## config.mk

```make
export PLATFORM = sky130hd
export DESIGN_NAME = nonrestoring_divider
export DESIGN_NICKNAME = d
export VERILOG_FILES = /design/src/rtl/div_pkg.sv /design/src/rtl/div_addsub.sv /design/src/rtl/nonrestoring_divider.sv
export SDC_FILE = /design/constraint.sdc
export NUM_CORES = 1
export LEC_CHECK = 0
export CAP_MARGIN = 20
export CORE_MARGIN = 2
export CORE_UTILIZATION = 53
export DETAILED_ROUTE_END_ITERATION = 10
export PLACE_DENSITY = 0.77
export SKIP_LAST_GASP = 1
export SLEW_MARGIN = 20
export SYNTH_ARGS = -nofsm -noshare
export SYNTH_HDL_FRONTEND = slang
export SYNTH_SLANG_ARGS = --single-unit
export TNS_END_PERCENT = 100
```

## constraint.sdc

```tcl
create_clock -name clk -period 3.1 [get_ports clk]
set_input_delay 0.465 -clock clk [delete_from_list [all_inputs] [get_ports clk]]
set_output_delay 0.465 -clock clk [all_outputs]
set_load 0.02 [all_outputs]
```

## src/rtl/div_pkg.sv

```systemverilog
// div_pkg: shared widths, iteration bound and FSM state encoding for the divider
//   DIVD_W/DIVS_W/ACC_W : dividend, divisor and signed partial-remainder widths
//   ITER_LAST           : counter value of the final quotient-bit iteration
//   state_t             : controller states
package div_pkg;
    localparam int DIVD_W = 16;
    localparam int DIVS_W = 8;
    localparam int ACC_W  = 9;
    localparam logic [2:0] ITER_LAST = 3'd7;
    localparam logic [2:0] S_IDLE     = 3'd0;
    localparam logic [2:0] S_LOAD_LO  = 3'd1;
    localparam logic [2:0] S_LOAD_DIV = 3'd2;
    localparam logic [2:0] S_CHECK    = 3'd3;
    localparam logic [2:0] S_ITER     = 3'd4;
    localparam logic [2:0] S_CORRECT  = 3'd5;
    localparam logic [2:0] S_OUT_Q    = 3'd6;
    localparam logic [2:0] S_OUT_R    = 3'd7;
    typedef enum logic [2:0] {
        IDLE     = S_IDLE,
        LOAD_LO  = S_LOAD_LO,
        LOAD_DIV = S_LOAD_DIV,
        CHECK    = S_CHECK,
        ITER     = S_ITER,
        CORRECT  = S_CORRECT,
        OUT_Q    = S_OUT_Q,
        OUT_R    = S_OUT_R
    } state_t;
endpackage

```

## src/rtl/div_addsub.sv

```systemverilog
// div_addsub: combinational 9-bit adder/subtractor, result modulo 2^9
//   a, b : operands
//   sub  : 1 selects a - b, 0 selects a + b
//   y    : result
module div_addsub
    import div_pkg::*;
(
    input  logic [ACC_W-1:0] a,
    input  logic [ACC_W-1:0] b,
    input  logic             sub,
    output logic [ACC_W-1:0] y
);
    assign y = sub ? a - b : a + b;
endmodule

```

## src/rtl/nonrestoring_divider.sv

```systemverilog
// nonrestoring_divider: byte-serial 16/8 unsigned non-restoring divider
//   clk, rst_b : clock, asynchronous active-low reset
//   begin_op   : start request, honoured only in IDLE
//   inbus      : dividend high, dividend low, divisor on consecutive cycles
//   outbus     : quotient then remainder, 8'h00 otherwise
//   out_valid  : outbus carries a result byte
//   busy       : controller is not idle
//   err        : divide-by-zero or quotient overflow, qualified by out_valid
//   end_op     : pulse with the remainder byte
module nonrestoring_divider
    import div_pkg::*;
(
    input  logic       clk,
    input  logic       rst_b,
    input  logic       begin_op,
    input  logic [7:0] inbus,
    output logic [7:0] outbus,
    output logic       out_valid,
    output logic       busy,
    output logic       err,
    output logic       end_op
);
    state_t              state;
    logic [DIVD_W-1:0]   d;
    logic [DIVS_W-1:0]   v;
    logic [ACC_W-1:0]    a;
    logic [7:0]          qr;
    logic [2:0]          cnt;
    logic                err_q;
    logic [ACC_W-1:0]    as_a;
    logic [ACC_W-1:0]    as_y;
    logic                as_sub;

    // One adder serves both the iteration step (on the shifted remainder)
    // and the final sign correction (always an add).
    assign as_a   = state == ITER ? {a[ACC_W-2:0], qr[7]} : a;
    assign as_sub = state == ITER && !a[ACC_W-1];

    div_addsub u_addsub (
        .a   (as_a),
        .b   ({1'b0, v}),
        .sub (as_sub),
        .y   (as_y)
    );

    always_ff @(posedge clk or negedge rst_b) begin
        if (!rst_b) begin
            state <= IDLE;
            d     <= '0;
            v     <= '0;
            a     <= '0;
            qr    <= '0;
            cnt   <= '0;
            err_q <= 1'b0;
        end else begin
            case (state)
                IDLE: if (begin_op) begin
                    d[15:8] <= inbus;
                    err_q   <= 1'b0;
                    state   <= LOAD_LO;
                end
                LOAD_LO: begin
                    d[7:0] <= inbus;
                    state  <= LOAD_DIV;
                end
                LOAD_DIV: begin
                    v     <= inbus;
                    state <= CHECK;
                end
                // A high byte not below the divisor means the quotient
                // cannot fit in 8 bits.
                CHECK: if (v == '0 || d[15:8] >= v) begin
                    err_q <= 1'b1;
                    state <= OUT_Q;
                end else begin
                    a     <= {1'b0, d[15:8]};
                    qr    <= d[7:0];
                    cnt   <= '0;
                    state <= ITER;
                end
                ITER: begin
                    a     <= as_y;
                    qr    <= {qr[6:0], ~as_y[ACC_W-1]};
                    cnt   <= cnt + 3'd1;
                    state <= cnt == ITER_LAST ? CORRECT : ITER;
                end
                // A negative final remainder is restored by one add.
                CORRECT: begin
                    if (a[ACC_W-1])
                        a <= as_y;
                    state <= OUT_Q;
                end
                OUT_Q: state <= OUT_R;
                OUT_R: state <= IDLE;
                default: state <= IDLE;
            endcase
        end
    end

    assign busy      = state != IDLE;
    assign out_valid = state == OUT_Q || state == OUT_R;
    assign end_op    = state == OUT_R;
    assign err       = err_q && out_valid;
    assign outbus    = !out_valid || err_q ? 8'h00 : state == OUT_Q ? qr : a[7:0];
endmodule

```

==> results of run 1 <==
Yosys cell counts, types with 2 or more instances:
library cell | n | area (µm²)
xor2_1 | 3 | 26.3
o21ai_1 | 7 | 35.0
a21oi_1 | 7 | 35.0
nor2_1 | 30 | 113
mux2i_1 | 21 | 210
nor2_2 | 2 | 12.5
buf_2 | 2 | 10.0
clkbuf_1 | 6 | 22.5
ha_1 | 19 | 238
o221ai_1 | 2 | 17.5
a2bb2oi_1 | 5 | 43.8
a31oi_1 | 3 | 18.8
mux2_2 | 16 | 180
buf_1 | 2 | 7.51
nor2b_1 | 3 | 18.8
and2_1 | 2 | 12.5
nor3_1 | 2 | 10.0
nand3_1 | 5 | 25.0
xnor2_1 | 11 | 96.3
o21ai_0 | 21 | 105
and3_1 | 3 | 18.8
nand4_1 | 2 | 12.5
inv_1 | 14 | 52.6
dfrtp_1 | 48 | 1200
nand2_1 | 53 | 199
cell type report:
type                    count  share of cell area (%)
flip-flops and latches     48                    35.4
well taps                  72                    2.65
clock buffers               5                    2.03
multi-input cells         238                    48.6
clock inverters             3                    1.40
repair buffers             31                    8.41
inverters                  14                    1.55
path summary, 6_finish.rpt:
kind | endpoint | slack, ns | startpoint
setup / recovery | a[7] | 0.22 | state[1]
hold / removal | qr[7] | 0.17 | rst_b
setup reg to reg | a[7] | 0.22 | state[1]
hold reg to reg | cnt[0] | 0.51 | cnt[0]
max in group asynchronous | a[4] | 2.53 | rst_b
min in group clk | cnt[0] | 0.51 | cnt[0]
layer usage:
layer	share of wire, %	vias to the layer above
met4	1.6	0
met2	49	64
met5	0	-
li1	-	1137
met1	44	1144
met3	5.3	12
critical path, delay by kind of cell (launching register included):
kind | cells | cell delay [ns]
adder cells (fa/ha/maj) | 1 | 0.29
multiplexers | 1 | 0.28
buffers and inverters | 2 | 0.30
AND/OR/NAND/NOR | 2 | 0.55
flip-flops | 1 | 0.38
XOR/XNOR | 1 | 0.19
AO/OA/AOI/OAI | 4 | 0.75
cell usage in the layout, fill, tap and decap left out, types with 11 or more instances in the layout:
cell type,Yosys,layout
clkdlybuf4s50_1,0,21
dfrtp_1,48,48
ha_1,19,19
inv_1,14,14
mux2_2,16,16
mux2i_1,21,21
nand2_1,53,53
nor2_1,30,29
o21ai_0,21,21
xnor2_1,11,11
cells by family after synthesis:
family                   Yosys count  synth area share [%]
buffers and inverters             26                  3.77
multiplexers                      38                  13.6
flip-flops                        48                  40.7
AND/OR/NAND/NOR                  113                  18.2
adder cells (fa/ha/maj)           20                  8.74
XOR/XNOR                          14                  4.16
AO/OA/AOI/OAI                     53                  10.9
metrics by stage:
step	TNS (ns)	util, %
after floorplan	0	-
after global placement	0	60.0
after detailed placement	0	60.0
after CTS	0	62.2
after global routing	-0.0528	62.4
final	0	62.4
registers in the layout (all words and copies together), names as in the netlist:
name	cells
cnt	3
err_q	1
d	16
qr	8
a	9
v	8
state	3
==> results.yml, run 1 <==
cells_and_area:
  nFillCells: 467
  layout-drive-gt1-share_pct: 12.4
  multiInputGateArea_mm2: 0.00165
  design_area_mm2: 0.00339
  fin_cells: 411
  diodes: 0
  regArea_mm2: 0.00120
  final_nets: 369
  synthToLayoutAreaGrowth_pct: 15.0
timing:
  fin_crit_ns: 2.88
  max-slew-margin-rel_pct: 53.7
  setup_violations: 0
  worst_pin_slew_ns: 0.692
  worst_hold_slack_ns: 0.174
  maxSlewViolCount: 0
  skew_ns: 0.00803
  fmax_ghz: 0.347
  layout_setup_ws_ns: 0.222
  fin_crit_sh_pct: 92.8
  hold_viol: 0
placement:
  place_ws_ns: 0.242
  placed_area_mm2: 0.00326
  dp_hpwl_um: 5050
  dp.cells: 403
  finalWeightedCongestion: 0.890
  io_buffers: 22
cts:
  cts_buffer_depth: 2
  ctsResizeCount: 0
  cts.sinks: 48
  cts_inserted_buffers: 5
  clock-root-buffer: "clkbuf_8"
  clk-insertion-delay-late_ns: 0.30
  h-tree-depth: 2
  cts_hold_buffers: 0
  cts_tree: "built"
  cts_setup_buffers: 0
  cts.reportedPaths.clkPinSlew_ns: 0.09
floorplan:
  fp.dieH_um: 78.6
  die_w_um: 78.6
  ios: 23
  fp.dieArea_mm2: 0.00618
  core_area_mm2: 0.00544
  initial_core_util_pct: 54.2
  fp-row-count: 27
critical_path:
  slowest_delay_ns: 0.42
  crit_arrival_ns: 3.05
  reg2reg_depth: 11
  worst_setup_path_end_kind: "flip-flop"
  critPathMaxFanout: 17
  crit_path_cell_trace: "or3b_1 > buf_4 > mux2i_1 > inv_1 > ha_1 > nor2b_1 > o21ai_0 > a21oi_1 > o41ai_2 > xor2_1 > o221ai_1"
  startpoint_type: "flip-flop"
  critPathSlowestCell: "or3b_1"
  critical_path_class: "reg2reg"
  critPathRequiredTime_ns: 3.27
synth:
  ys_types: 48
  syn_area_mm2: 0.00295
  ys_warn_count: 0
  synth_edf_count: 0
  avgSynthCellArea_um2: 9.46
  synth_seq_cells: 48
  ys_seq_area_share_pct: 40.7
  mappedNetlistNets: 343
  synthCells: 312
  ys.flop_type: "dfrtp_1"
  async_flop_share_pct: 100
drt:
  firstDrtPassIters: 4
  wl_per_cell_um: 16.1
  routed_wl_um: 6640
  drc_errors: 0
  drt-initial-drc-count: 157
  antenna_left: 0
  avgViaCountPerCell: 5.73
  vias: 2357
global_routing:
  grt.met1_usage_pct: 32.7
  grtUsageMet2_pct: 39.3
  grt_pass1_vias: 2244
  use_met3_pct: 3.22
  grt_pass1_wl_um: 11300
  grt_start_max_net_pins: 49
  grt-ovfl-total: 0
  antenna_found_initial: 0
  grt_usage_pct: 23.5
  grt-busiest-layer: "met2"
hold_path:
  hold_path_class: "in2async"
outcome:
  status: "completed"
job:
  drv_cap: 0
Power of run 1 is not shown: default switching activity piles up to over one toggle a cycle in this logic, so the estimate is an artifact.
==> run 2, diff against run 1 <==
--- a/config.mk
+++ b/config.mk
@@ -9,6 +9,7 @@
 export CORE_MARGIN = 2
 export CORE_UTILIZATION = 53
 export DETAILED_ROUTE_END_ITERATION = 10
+export GPL_TIMING_DRIVEN = 0
 export PLACE_DENSITY = 0.77
 export SKIP_LAST_GASP = 1
 export SLEW_MARGIN = 20
==> run 2 against run 1 <==
Effect of this change: critical path type unchanged; critical path depth unchanged; utilization up 0.92 points; routed wire length up 4.2%.
==> results.yml, run 2 (same netlist as run 1, synthesis figures left out) <==
placement:
  dp_hpwl_um: 5260
  dp.cells: 407
  finalWeightedCongestion: 0.840
  io_buffers: 22
cells_and_area:
  layout-drive-gt1-share_pct: 13.0
  final_util_pct: 63.3
  largestRegisters: "d (16), a (9)"
  layout_common_cells: "53 x nand2_1, 48 x dfrtp_1, 28 x nor2_1, 21 x mux2i_1, 21 x clkdlybuf4s50_1"
  layout_commonest_cell: "nand2_1"
  synthToLayoutAreaGrowth_pct: 16.7
  largest_register_ffs: 16
  final_nets: 375
  regMostFlops: "d"
  fin_cells: 417
  diodes: 0
cts:
  clock-root-buffer: "clkbuf_8"
  cts_buffer_depth: 2
  cts_tree: "built"
  cts_hold_buffers: 0
  cts.reportedPaths.clkPinSlew_ns: 0.09
  clk-insertion-delay-late_ns: 0.31
  cts.sinks: 48
  h-tree-depth: 2
  cts_inserted_buffers: 5
floorplan:
  initial_core_util_pct: 54.2
  die_w_um: 78.6
  fp-row-count: 27
  fp.dieH_um: 78.6
  core_area_mm2: 0.00544
  fp.dieArea_mm2: 0.00618
  ios: 23
critical_path:
  critPathRequiredTime_ns: 3.30
  startpoint_type: "flip-flop"
  worst_setup_path_end_kind: "flip-flop"
  r2r-end: "a[8]"
  r2r_slack_ns: 0.11
  critical_path_class: "reg2reg"
  reg2reg_depth: 11
  crit_arrival_ns: 3.19
  timing.rr.start: "state[1]"
  critPathMaxFanout: 9
global_routing:
  grt_usage_pct: 23.9
  grt_pass1_vias: 2284
  grt-ovfl-total: 0
  grt_start_max_net_pins: 28
  grt_pass1_wl_um: 11300
  antenna_found_initial: 0
drt:
  avgViaCountPerCell: 5.69
  firstDrtPassIters: 5
  antenna_left: 0
  drc_errors: 0
  routed_wl_um: 6910
  vias: 2371
  drt-initial-drc-count: 201
  wl_per_cell_um: 16.6
timing:
  fmax_ghz: 0.334
  setup_violations: 0
  hold_viol: 0
  max-slew-margin-rel_pct: 43.6
  worst_pin_slew_ns: 0.844
  fin_crit_sh_pct: 96.5
  rsz0062_at_grt: "true"
  fin_crit_ns: 2.99
  maxSlewViolCount: 0
  skew_ns: 0.00373
outcome:
  status: "completed"
job:
  drv_cap: 0
hold_path:
  hold_path_class: "in2async"
## run 2: area by class of cell
| cell class | count | area (µm²) |
|---|---|---|
| Timing Repair Buffer | 25 | 250 |
| Clock buffer | 6 | 82.6 |
| Sequential cell | 48 | 1200 |
| Fill cell | 444 | 2000 |
| Buffer | 12 | 60.1 |
| Clock inverter | 2 | 38.8 |
| Multi-Input combinational cell | 238 | 1670 |
| Tap cell | 72 | 90.1 |
| Inverter | 14 | 52.6 |
## run 2: metal layers
layer,share of wire (%),GRT usage [%],routed length (µm)
met1,45,32.7,3080
met5,0,0,0
met3,4.2,3.79,293
met4,2.7,9.12,188
met2,48,38.1,3350
## run 2: worst max-delay path, cell delays in order, from the launching register on
cell and delay, ns:
dfrtp_1 0.39, or3b_1 0.38, buf_4 0.20, nor2_4 0.17, mux2_2 0.39, fa_2 0.39
nor2b_2 0.15, o2111ai_1 0.16, a31oi_1 0.20, nor2_2 0.08, xnor2_2 0.16, o221a_1 0.23
## run 2: how the worst max path moves through the flow
stage                  start   end
finish              state[1]  a[8]
global route        state[1]  a[8]
CTS                 state[0]  a[8]
detailed placement  state[1]  a[8]
global placement    state[1]  a[8]
floorplan           state[1]  a[8]
## run 2: timing repair
| action | 4_1_cts | 5_1_grt |
|---|---|---|
| setup buffers | 0 | 2 |
| pin swaps | 1 | 2 |
| gates resized for setup | 3 | 7 |
| setup endpoints to repair | 4 | 5 |
## run 2: per-stage QoR
stage / TNS [ns] / instance area [µm²] / worst slack [ns] / hold slack [ns]
floorplan: 0 / 2950 / 0.181 / 0.169
global placement: -0.398 / 3260 / -0.192 / 0.486
detailed placement: -0.421 / 3280 / -0.185 / 0.476
CTS: 0 / 3410 / 0.0162 / 0.140
global route: -0.0297 / 3440 / -0.0297 / 0.167
finish: 0 / 3440 / 0.107 / 0.130
Power of run 2 is left out for the same reason.
==> run 3, diff against run 2 <==
--- a/config.mk
+++ b/config.mk
@@ -6,8 +6,10 @@
 export NUM_CORES = 1
 export LEC_CHECK = 0
 export CAP_MARGIN = 20
+export CELL_PAD_IN_SITES_DETAIL_PLACEMENT = 0
+export CELL_PAD_IN_SITES_GLOBAL_PLACEMENT = 1
 export CORE_MARGIN = 2
-export CORE_UTILIZATION = 53
+export CORE_UTILIZATION = 41
 export DETAILED_ROUTE_END_ITERATION = 10
 export GPL_TIMING_DRIVEN = 0
 export PLACE_DENSITY = 0.77
==> run 3 against run 2 <==
Effect of this change: fmax is 1.1% higher; clock skew is 0.0029 ns higher; critical path depth is 1 higher; die area is 28% higher; hold slack better by 0.048 ns; routed wire length is 4.3% higher; sequential share of layout area is 0.60 points lower; final cell count is 5.5% higher; clock-buffer cell count is 1 lower; non-clock buffer count stayed put; global-route usage is 3.9 points lower.
==> results.yml, run 3 (same netlist as run 1, synthesis figures left out) <==
outcome:
  status: "completed"
cts:
  cts.sinks: 48
  cts_buffer_depth: 2
  cts_hold_buffers: 0
  clk-insertion-delay-late_ns: 0.30
  cts.reportedPaths.clkPinSlew_ns: 0.09
  h-tree-depth: 2
  cts_inserted_buffers: 5
  cts_tree: "built"
  clock-root-buffer: "clkbuf_8"
timing:
  fin_crit_sh_pct: 95.4
  fin_crit_ns: 2.96
  hold_viol: 0
  maxSlewViolCount: 0
  fmax_ghz: 0.338
  worst_pin_slew_ns: 0.968
  rsz0062_at_grt: "true"
  setup_violations: 0
  layout_setup_ws_ns: 0.141
  skew_ns: 0.00664
  max-slew-margin-rel_pct: 35.3
critical_path:
  critPathMaxFanout: 9
  r2r-end: "a[7]"
  timing.rr.start: "state[1]"
  startpoint_type: "flip-flop"
  crit_arrival_ns: 3.12
  critPathRequiredTime_ns: 3.27
  critical_path_class: "reg2reg"
  crit_start: "state[1]"
  reg2reg_depth: 12
  cp-endpoint: "a[7]"
  r2r_slack_ns: 0.14
  worst_setup_path_end_kind: "flip-flop"
drt:
  wl_per_cell_um: 16.4
  avgViaCountPerCell: 5.33
  drc_errors: 0
  antenna_left: 0
  vias: 2344
  firstDrtPassIters: 4
  routed_wl_um: 7210
  drt-initial-drc-count: 92
floorplan:
  fp.dieH_um: 88.8
  fp-row-count: 30
  initial_core_util_pct: 43.0
  ios: 23
  die_w_um: 88.8
  core_area_mm2: 0.00687
  fp.dieArea_mm2: 0.00789
global_routing:
  grt_pass1_wl_um: 11800
  grt-ovfl-total: 0
  antenna_found_initial: 0
  grt_start_max_net_pins: 27
  grt_pass1_vias: 2293
  grt_usage_pct: 20.0
cells_and_area:
  layout_common_cells: "53 x nand2_1, 48 x dfrtp_1, 28 x nor2_1"
  largestRegisters: "d (16), a (9)"
  layout-drive-gt1-share_pct: 13.1
  fin_cells: 440
  regMostFlops: "d"
  diodes: 0
  synthToLayoutAreaGrowth_pct: 18.7
  final_nets: 375
  largest_register_ffs: 16
  layout_commonest_cell: "nand2_1"
placement:
  place_ws_ns: -0.198
  dp.cells: 431
  dp_hpwl_um: 5630
  io_buffers: 22
  finalWeightedCongestion: 0.799
hold_path:
  hold_path_class: "in2async"
job:
  drv_cap: 0
==> run 3: changes by cell type in the layout (fill, tap and decap cells not counted), sizes merged <==
cell,previous run,this run
clkbuf,12,11
clkinv,1,0
bufinv,1,2
==> run 3: what timing repair did <==
action                                  in CTS  in global routing
buffers inserted                             0                  2
pin swaps                                    1                  5
endpoints found under the setup margin       4                  5
gates resized for setup                      3                  9
==> run 3: through the flow <==
stage / utilization [%] / hold slack, ns / area (µm²) / setup TNS [ns]
floorplan: - / 0.169 / 2950 / 0
global placement: 47.9 / 0.483 / 3290 / -0.555
detailed placement: 48.2 / 0.497 / 3310 / -0.527
CTS: 50.4 / 0.203 / 3460 / -0.0554
global route: 51.0 / 0.216 / 3500 / -0.00153
finish: 51.0 / 0.178 / 3500 / 0
==> run 3: area by class of cell <==
type | count | area (µm²)
buffer | 12 | 60.1
clock buffer | 5 | 68.8
clock inverter | 2 | 60.1
fill | 647 | 3370
inverter | 14 | 52.6
multi-input combinational | 238 | 1680
sequential | 48 | 1200
tap | 96 | 120
timing repair buffer | 25 | 258
==> run 3: metal layers <==
metal  global-route usage, %  vias to the layer above  wire length (µm)
met4                    3.86                        0                57
met1                    28.6                     1153              3470
li1                        -                     1138                 -
met2                    32.1                       45              3400
met3                    3.36                        8               284
met5                       0                        -                 0
==> run 3: worst min-delay path by stage <==
| stage | endpoint | slack [ns] | depth (start not counted) |
|---|---|---|---|
| after floorplan | a[0] | 0.17 | 0 |
| after global placement | cnt[1] | 0.48 | 2 |
| after detailed placement | cnt[2] | 0.50 | 2 |
| after CTS | v[6] | 0.20 | 1 |
| after global routing | err_q | 0.22 | 1 |
| final | err_q | 0.18 | 1 |
==> run 3: worst max-delay path, cell delays in order (launching register included) <==
cell,delay [ns]
dfrtp_1,0.39
or3b_1,0.38
buf_4,0.20
nor2_4,0.18
mux2_4,0.33
inv_1,0.06
ha_1,0.21
nor2b_1,0.12
o21ai_0,0.23
a21oi_1,0.15
o41ai_2,0.26
xor2_1,0.18
o221ai_1,0.15
Power of run 3 is left out for the same reason.
